--- config.mk ---
export PLATFORM = sky130hd
export DESIGN_NAME = rng_link_monitor
export DESIGN_NICKNAME = d
export VERILOG_FILES = /design/src/rtl/rng_link_monitor.sv
export SDC_FILE = /design/constraint.sdc
export NUM_CORES = 1
export LEC_CHECK = 0
export CAP_MARGIN = 25
export CORE_MARGIN = 2
export CORE_UTILIZATION = 24
export DETAILED_ROUTE_END_ITERATION = 7
export PLACE_DENSITY = 0.46
export SYNTH_ARGS = -nofsm -noshare
export SYNTH_HDL_FRONTEND = slang
export SYNTH_SLANG_ARGS = --single-unit
--- constraint.sdc ---
create_clock -name clk -period 7 [get_ports clk]
set_input_delay 1.05 -clock clk [delete_from_list [all_inputs] [get_ports clk]]
set_output_delay 1.05 -clock clk [all_outputs]
set_load 0.01 [all_outputs]
--- src/rtl/rng_link_monitor.sv ---
// Host-side monitor for the random-byte UART streamer: issues the 'r' reseed command,
// drops the first bytes, then runs a monobit ones-count check over the sampled stream.
module rng_link_monitor #(
   parameter  int SAMPLE_BYTES   = 256,
   parameter  int DISCARD_BYTES  = 2,
   parameter  int TIMEOUT_CYCLES = 1200000,
   parameter  int ONES_MIN       = 960,
   parameter  int ONES_MAX       = 1088,
   localparam int CW             = $clog2(SAMPLE_BYTES * 8 + 1)
) (
   input  logic          clk,
   input  logic          rst,
   input  logic          start,
   input  logic          uart_is_transmitting,
   input  logic          uart_received,
   input  logic [7:0]    uart_rx_byte,
   output logic          uart_transmit,
   output logic [7:0]    uart_tx_byte,
   output logic          busy,
   output logic          done,
   output logic          pass,
   output logic          timeout,
   output logic [CW-1:0] ones_count
);

   localparam int TW = $clog2(TIMEOUT_CYCLES + 1);
   localparam int BW = $clog2(SAMPLE_BYTES + 1);
   localparam int DW = (DISCARD_BYTES > 0) ? $clog2(DISCARD_BYTES + 1) : 1;

   localparam logic [TW-1:0] TMO_LAST     = TW'(TIMEOUT_CYCLES - 1);
   localparam logic [TW-1:0] TMO_MAX      = TW'(TIMEOUT_CYCLES);
   localparam logic [BW-1:0] BYTE_LAST    = BW'(SAMPLE_BYTES - 1);
   localparam logic [DW-1:0] DISCARD_INIT = DW'(DISCARD_BYTES);
   localparam logic [CW-1:0] ONES_LO      = CW'(ONES_MIN);
   localparam logic [CW-1:0] ONES_HI      = CW'(ONES_MAX);

   typedef enum logic [2:0] {IDLE, SEND, WAIT_TX, COLLECT, DONE} state_t;

   state_t        state;
   logic [TW-1:0] tmo_cnt;
   logic [BW-1:0] byte_cnt;
   logic [DW-1:0] discard_cnt;
   logic          rise_seen;
   logic [CW-1:0] ones_next;

   function automatic logic [3:0] popcount8(input logic [7:0] b);
      logic [3:0] n;
      n = '0;
      for (int i = 0; i < 8; i++) n = n + {3'b000, b[i]};
      return n;
   endfunction

   assign ones_next    = ones_count + CW'(popcount8(uart_rx_byte));
   assign uart_tx_byte = 8'h72;
   assign busy         = (state == SEND) || (state == WAIT_TX) || (state == COLLECT);

   // NOTE: every register here is assigned with <= so all of them update from the
   // same pre-edge snapshot; a blocking assignment would leak new values into later reads.
   always_ff @(posedge clk) begin
      if (rst) begin
         state         <= IDLE;
         uart_transmit <= 1'b0;
         done          <= 1'b0;
         pass          <= 1'b0;
         timeout       <= 1'b0;
         ones_count    <= '0;
         tmo_cnt       <= '0;
         byte_cnt      <= '0;
         discard_cnt   <= '0;
         rise_seen     <= 1'b0;
      end else begin
         uart_transmit <= 1'b0;
         done          <= 1'b0;
         unique case (state)
            IDLE, DONE: begin
               if (start) begin
                  state       <= SEND;
                  ones_count  <= '0;
                  pass        <= 1'b0;
                  timeout     <= 1'b0;
                  tmo_cnt     <= '0;
                  byte_cnt    <= '0;
                  rise_seen   <= 1'b0;
                  discard_cnt <= DISCARD_INIT;
               end
            end
            SEND: begin
               if (!uart_is_transmitting) begin
                  uart_transmit <= 1'b1;
                  tmo_cnt       <= '0;
                  rise_seen     <= 1'b0;
                  state         <= WAIT_TX;
               end
            end
            WAIT_TX: begin
               // Busy was low when the command left SEND, so any high level here is the rise.
               if (rise_seen && !uart_is_transmitting) begin
                  tmo_cnt <= '0;
                  state   <= COLLECT;
               end else if (tmo_cnt == TMO_LAST) begin
                  tmo_cnt <= TMO_MAX;
                  timeout <= 1'b1;
                  pass    <= 1'b0;
                  done    <= 1'b1;
                  state   <= DONE;
               end else begin
                  tmo_cnt <= tmo_cnt + 1'b1;
                  if (uart_is_transmitting) rise_seen <= 1'b1;
               end
            end
            COLLECT: begin
               // A byte arriving on the expiry cycle takes priority over the timeout.
               if (uart_received) begin
                  tmo_cnt <= '0;
                  if (discard_cnt != '0) begin
                     discard_cnt <= discard_cnt - 1'b1;
                  end else begin
                     ones_count <= ones_next;
                     byte_cnt   <= byte_cnt + 1'b1;
                     if (byte_cnt == BYTE_LAST) begin
                        pass  <= (ones_next >= ONES_LO) && (ones_next <= ONES_HI);
                        done  <= 1'b1;
                        state <= DONE;
                     end
                  end
               end else if (tmo_cnt == TMO_LAST) begin
                  tmo_cnt <= TMO_MAX;
                  timeout <= 1'b1;
                  pass    <= 1'b0;
                  done    <= 1'b1;
                  state   <= DONE;
               end else begin
                  tmo_cnt <= tmo_cnt + 1'b1;
               end
            end
            default: state <= IDLE;
         endcase
      end
   end

endmodule
# Yosys cells after proc, flatten, opt, wreduce, memory -nomap -nowiden
# Index checks and enable logic that the tools add are counted.
[totals] elab_cells=110 inputBits=13 ff_bits=52 out_inout_bits=25
[op_classes] add_sub_neg=11 magnitude_cmp=2 eq_ne=17 bitwise=1 n_reduce_logical=20 n_mux=49
[op_table] cell="2-to-1 mux 21 bit" n=5
[op_table] cell="case mux 21 bit (4 select lines)" n=1
[op_table] cell="2-to-1 mux 12 bit" n=3
[op_table] cell="2-to-1 mux 9 bit" n=3
[op_table] cell="case mux 12 bit (2 select lines)" n=1
[op_table] cell="adder 21 x 1 -> 21 bit, second input constant" n=1
[op_table] cell="equality test 21 bit, second input constant" n=1
[op_table] cell="2-to-1 mux 3 bit" n=7
[op_table] cell="2-to-1 mux 1 bit" n=19
[op_table] cell="case mux 9 bit (2 select lines)" n=1
[op_table] cell="adder 4 x 1 -> 4 bit" n=4
[op_table] cell="inequality test 2 bit, second input constant" n=8
[op_table] cell="AND reduction 4 bit" n=4
[op_table] cell="adder 12 x 4 -> 12 bit" n=1
[op_table] cell="greater-or-equal comparator 12 x 10 -> 1 bit, second input constant" n=1
[op_table] cell="<= comparator 12 x 11 -> 1 bit, second input constant" n=1
[op_table] cell="case mux 3 bit (4 select lines)" n=1
[op_table] cell="adder 9 x 1 -> 9 bit, second input constant" n=1
[op_table] cell="equality test 9 x 8 -> 1 bit, second input constant" n=1
[op_table] cell="case mux 1 bit (3 select lines)" n=3
[op_table] cell="equality test 3 x 2 -> 1 bit, second input constant" n=2
[op_table] cell="2-to-1 mux 2 bit" n=3
[op_table] cell="AND reduction 6 bit" n=1
[op_table] cell="nonzero test 3 bit" n=2
[op_table] cell="other kinds (21)" n=25

# Longest topological paths before layout
[logic_depth] depth_word=14 mapped_depth=13 ltp_nobuf=13

# Worst setup path after synthesis
# Ideal clock, no wire load.
[synth_path] path_kind="input to register" startpoint="input port uart_rx_byte[0]" endpoint="register pass" setup_ns=0.074 setup_slack_ns=2.464 t_arrival_ns=4.462 n_path_buf=0 required_ns=6.926 path_stages=12 cell_sequence="fa_1 inv_1 fa_1 fa_1 fa_1 fa_1 nand2b_1 a211oi_1 xnor2_1 a41oi_1 a2111o_1 a31oi_1"
[synth_via] elab_chain_cells=14 elab_cells_between_ends=15 classes_between="8 x add/sub; 2 x order compare; 4 x mux; 1 x reduce/logical"
[synth_lines] element="start, declared" line_no="16" source="input logic [7:0] uart_rx_byte,"
[synth_lines] element="adder 1 x 1 -> 2 bit (*)" line_no="49" source="for (int i = 0; i < 8; i++) n = n + {3'b000, b[i]};"
[synth_lines] element="adder 2 x 1 -> 3 bit (*)" line_no="49"
[synth_lines] element="adder 3 x 1 -> 4 bit (*)" line_no="49"
[synth_lines] element="adder 4 x 1 -> 4 bit (*) (4 in series)" line_no="49"
[synth_lines] element="adder 12 x 4 -> 12 bit (*)" line_no="53" source="assign ones_next = ones_count + CW'(popcount8(uart_rx_byte));"
[synth_lines] element="greater-or-equal comparator 12 x 10 -> 1 bit or <= comparator 12 x 11 -> 1 bit (tied branches)" line_no="121" source="pass <= (ones_next >= ONES_LO) && (ones_next <= ONES_HI);"
[synth_lines] element="logical AND 1 bit (*)" line_no="121"
[synth_lines] element="2-to-1 mux 1 bit (*)" line_no="120" source="if (byte_cnt == BYTE_LAST) begin"
[synth_lines] element="2-to-1 mux 1 bit (*)" line_no="115" source="if (discard_cnt != '0) begin"
[synth_lines] element="2-to-1 mux 1 bit (*)" line_no="113" source="if (uart_received) begin"
[synth_lines] element="case mux 1 bit (3 select lines) (*)" line_no="74" source="unique case (state)"
[synth_lines] element="end signal, assigned" line_no="121"
[synth_lines] element="end, declared" line_no="21" source="output logic pass,"
# Mark *: on every way between the ends. The rest lies on a longest branch, timed or not. The select of a mux whose other input is x is not followed.
# A chain may end at the register's enable or synchronous reset.

# Worst setup path after layout
# Ends and elaborated chain as after synthesis.

==> metrics <==
outcome=completed; # DRC=0; Worst-Skew Late Latency=0.30 ns; number of synthesized flops with an enable pin=0; final-stage net count=468; DRC marker count from the first detailed-route iteration=142; CTS tree=built; post-synthesis async set-or-reset flop share=0%; final standard cell utilization of the core=28.86%; maximum number of pins on one net before global-route repair=31; Port-buffer cells=29; actual slew at the worst max-slew pin=0.9509 ns; final routed wire length divided by cell count=between 10 and 15 um; cell taking the most area after synthesis=sky130_fd_sc_hd__dfxtp_1; time the worst path needs with I/O delays and setup=between 4 and 5 ns; library cell used as clock root buffer=sky130_fd_sc_hd__clkbuf_16; placer congestion estimate=0.7872; Inst Count DP=about 600; Finished Layout Cells=about 600; number of standard cells after synthesis=423; summed area of non-filler cells in the final layout=0.003806 sq mm; RSZ-0062 raised after global routing=no; buffer depth of the longest clock path=2; wire length of the first global-routing pass=13,860 um; DR vias/cell=4.807; Critical R2R Launch=ones_count[0]; Core Box Area=~0.013 sq mm; die outline area=roughly 0.014 sq mm; share of the clock period used by the worst path=between 60% and 70%; worst setup skew after layout=between 0.005 and 0.006 ns; highest metal layer used by the detailed router=met4; effective utilization at floorplan=24.45%; total wire length after detailed routing=8228 um; number of buffers inserted by post-CTS setup repair=0; post-placement cell area=0.003642 sq mm; Pre-antenna DRT Iters=4; CP startpoint kind=input port; number of different library cells in the post-synthesis netlist=55; cells on worst reg2reg path=11; top flip-flop cell by instance count after synthesis=sky130_fd_sc_hd__dfxtp_1; top achievable clock speed=204.8 MHz; amount of wire on met3 after detailed routing=230 um; max capacitance violation total=0; Critical-path top delay cell=sky130_fd_sc_hd__fa_1; Via Count=2,966; fraction of final layout cells with drive strength greater than 1=4.082%; number of cells upsized or downsized after cts=0; Hold Crit Class=flip-flop to flip-flop; DP HPWL=5822 um; share of synthesized area occupied by flip-flops and latches=32.29%; worst hold endpoint=byte_cnt[1]; CTS H-tree lvls=2; number of failing setup endpoints in the final timing report=0; cell row count=42; Fin. Hold Viols=0; Die X-Extent=119.9 um; Clock Pin Slew Worst Setup and Hold Paths=around 0.07 ns; maximum fanout along the worst path=3; height of the die=119.9 um; portion of synthesized cell area occupied by the leading cell type=~32%; area used by multi-input combinational logic=0.002008 sq mm; global-route usage over all layers=between 10% and 20%; worst slew margin relative to its limit=36.18%; worst supply voltage drop on vdd=90.92 uV; number of antenna violations at the first check in global routing=0; GRT Residual Overflow=0; power density over the cells=~220 mW/mm^2; Data arrival, critical path=5.10 ns; total leakage power=1.256 nW; post-cts hold buffer count=0; number of top-level pins=38; most frequent cells after synthesis=sky130_fd_sc_hd__nor2_1, sky130_fd_sc_hd__dfxtp_1, sky130_fd_sc_hd__nand2_1; main area contributors after synthesis=sky130_fd_sc_hd__dfxtp_1, sky130_fd_sc_hd__nor2_1, sky130_fd_sc_hd__a21oi_1; number of inserted diodes=0; Storage cell area=0.001041 sq mm; synthesized area per cell=around 7.6 sq um; Worst path max stage delay=0.56 ns; total CTS buffers=5; post-synthesis cell area=0.003224 sq mm; Post-Route Hold Slack=around 0.48 ns; number of filler cells placed in the layout=1,434; number of cells on the worst hold path=2; final-layout setup total negative slack=0 ns; Final Max Tran Viols=0; layout overhead on the synthesized area=18.04%; most numerous cell in the Yosys netlist=sky130_fd_sc_hd__nor2_1; Reg2Reg Capture Point=pass; worst endpoint required time=between 7 and 8 ns; post-synthesis sequential element count=52; CTS Sinks=52; CP most frequent cell=sky130_fd_sc_hd__fa_1; worst-path cell chain=clkdlybuf4s50_1, fa_1, inv_1, fa_1, fa_1, fa_1, fa_1, nand2b_1, a211oi_1, xnor2_1, a41oi_1, a2111o_1, a31oi_1; origin of the worst min-delay path=byte_cnt[1]; number of antenna-violating nets in the routed design=0; met1 routed wirelength after detailed routing=3974 um; Yosys warning total=0; CP endpoint kind=flip-flop; sum of met2 wire segment lengths after detailed routing=approximately 4000 um; vias in the first global route=2,771; reg-to-reg slack, setup=3.45 ns; class of the most critical setup path=input port to flip-flop
routing by layer:
layer | GRT usage (%) | vias to the layer above
li1 | - | 1522
met1 | 15.80 | 1402
met2 | 19.42 | 33
met3 | 2.281 | 9
met4 | 2.868 | 0
met5 | 0 | -
cell families (layout without fill, tap and decap cells):
group | count (synthesis) | in the layout | share of synthesized area, %
compound gates | 109 | 109 | 20.80
xor+xnor | 11 | 11 | 2.988
fa+ha+maj | 15 | 15 | 6.985
buf+inv | 44 | 56 | 6.131
flops | 52 | 52 | 32.29
mux | 3 | 3 | 0.9314
other cells | 2 | 8 | 0.2329
simple gates | 187 | 187 | 29.65
state kept, by name (all words and copies together) (netlist names), 2 cells and up:
name / count
tmo_cnt: 21
byte_cnt: 9
discard_cnt: 2
state: 3
ones_count: 12
power by group:
part           internal [W]  leakage (nW)  switching, W
clock              0.000169        0.0808      0.000118
sequential         0.000307         0.420     0.0000196
combinational     0.0000843         0.755      0.000159
total              0.000560          1.26      0.000296
area by class of cell:
| class | count | area share [%] |
|---|---|---|
| tap | 176 | 5.786 |
| sequential | 52 | 27.35 |
| clock buffer | 6 | 3.386 |
| clock inverter | 2 | 0.9204 |
| timing repair buffer | 32 | 8.218 |
| multi-input combinational | 333 | 52.76 |
| inverter | 16 | 1.578 |
critical path, delay by kind of cell:
kind                     cells  cell delay (ns)
adder cells (fa/ha/maj)      5             2.31
AO/OA/AOI/OAI                4             0.85
buffers and inverters        2             0.50
XOR/XNOR                     1             0.20
AND/OR/NAND/NOR              1             0.19
cell usage in the layout (no fill, tap or decap), types with 8 or more instances in the layout:
master,netlist,layout
sky130_fd_sc_hd__a211oi_1,8,8
sky130_fd_sc_hd__a21oi_1,36,36
sky130_fd_sc_hd__a311oi_1,8,8
sky130_fd_sc_hd__a31oi_1,10,10
sky130_fd_sc_hd__clkdlybuf4s50_1,0,29
sky130_fd_sc_hd__conb_1,2,8
sky130_fd_sc_hd__dfxtp_1,52,52
sky130_fd_sc_hd__ha_1,10,10
sky130_fd_sc_hd__inv_1,16,16
sky130_fd_sc_hd__nand2_1,40,40
sky130_fd_sc_hd__nand3_1,11,11
sky130_fd_sc_hd__nand4_1,10,10
sky130_fd_sc_hd__nor2_1,57,57
sky130_fd_sc_hd__nor3_1,14,14
sky130_fd_sc_hd__o21ai_0,8,8
sky130_fd_sc_hd__o21ai_1,22,22
worst max path at each step:
stage                          from    to  slack, ns  cells after the start
floorplan           uart_rx_byte[0]  pass       2.46                     12
global placement    uart_rx_byte[0]  pass       1.88                     13
detailed placement  uart_rx_byte[0]  pass       1.74                     13
CTS                 uart_rx_byte[0]  pass       2.08                     13
global route        uart_rx_byte[0]  pass       1.84                     13
finish              uart_rx_byte[0]  pass       2.12                     13
stage by stage:
stage               total power [W]  worst slack [ns]
floorplan                 0.0005036             2.464
global placement          0.0005738             1.880
detailed placement        0.0005749             1.744
CTS                       0.0008645             2.083
global route              0.0009075             1.843
finish                    0.0008561             2.117
Note: power is estimated with default switching activity, not from simulation.
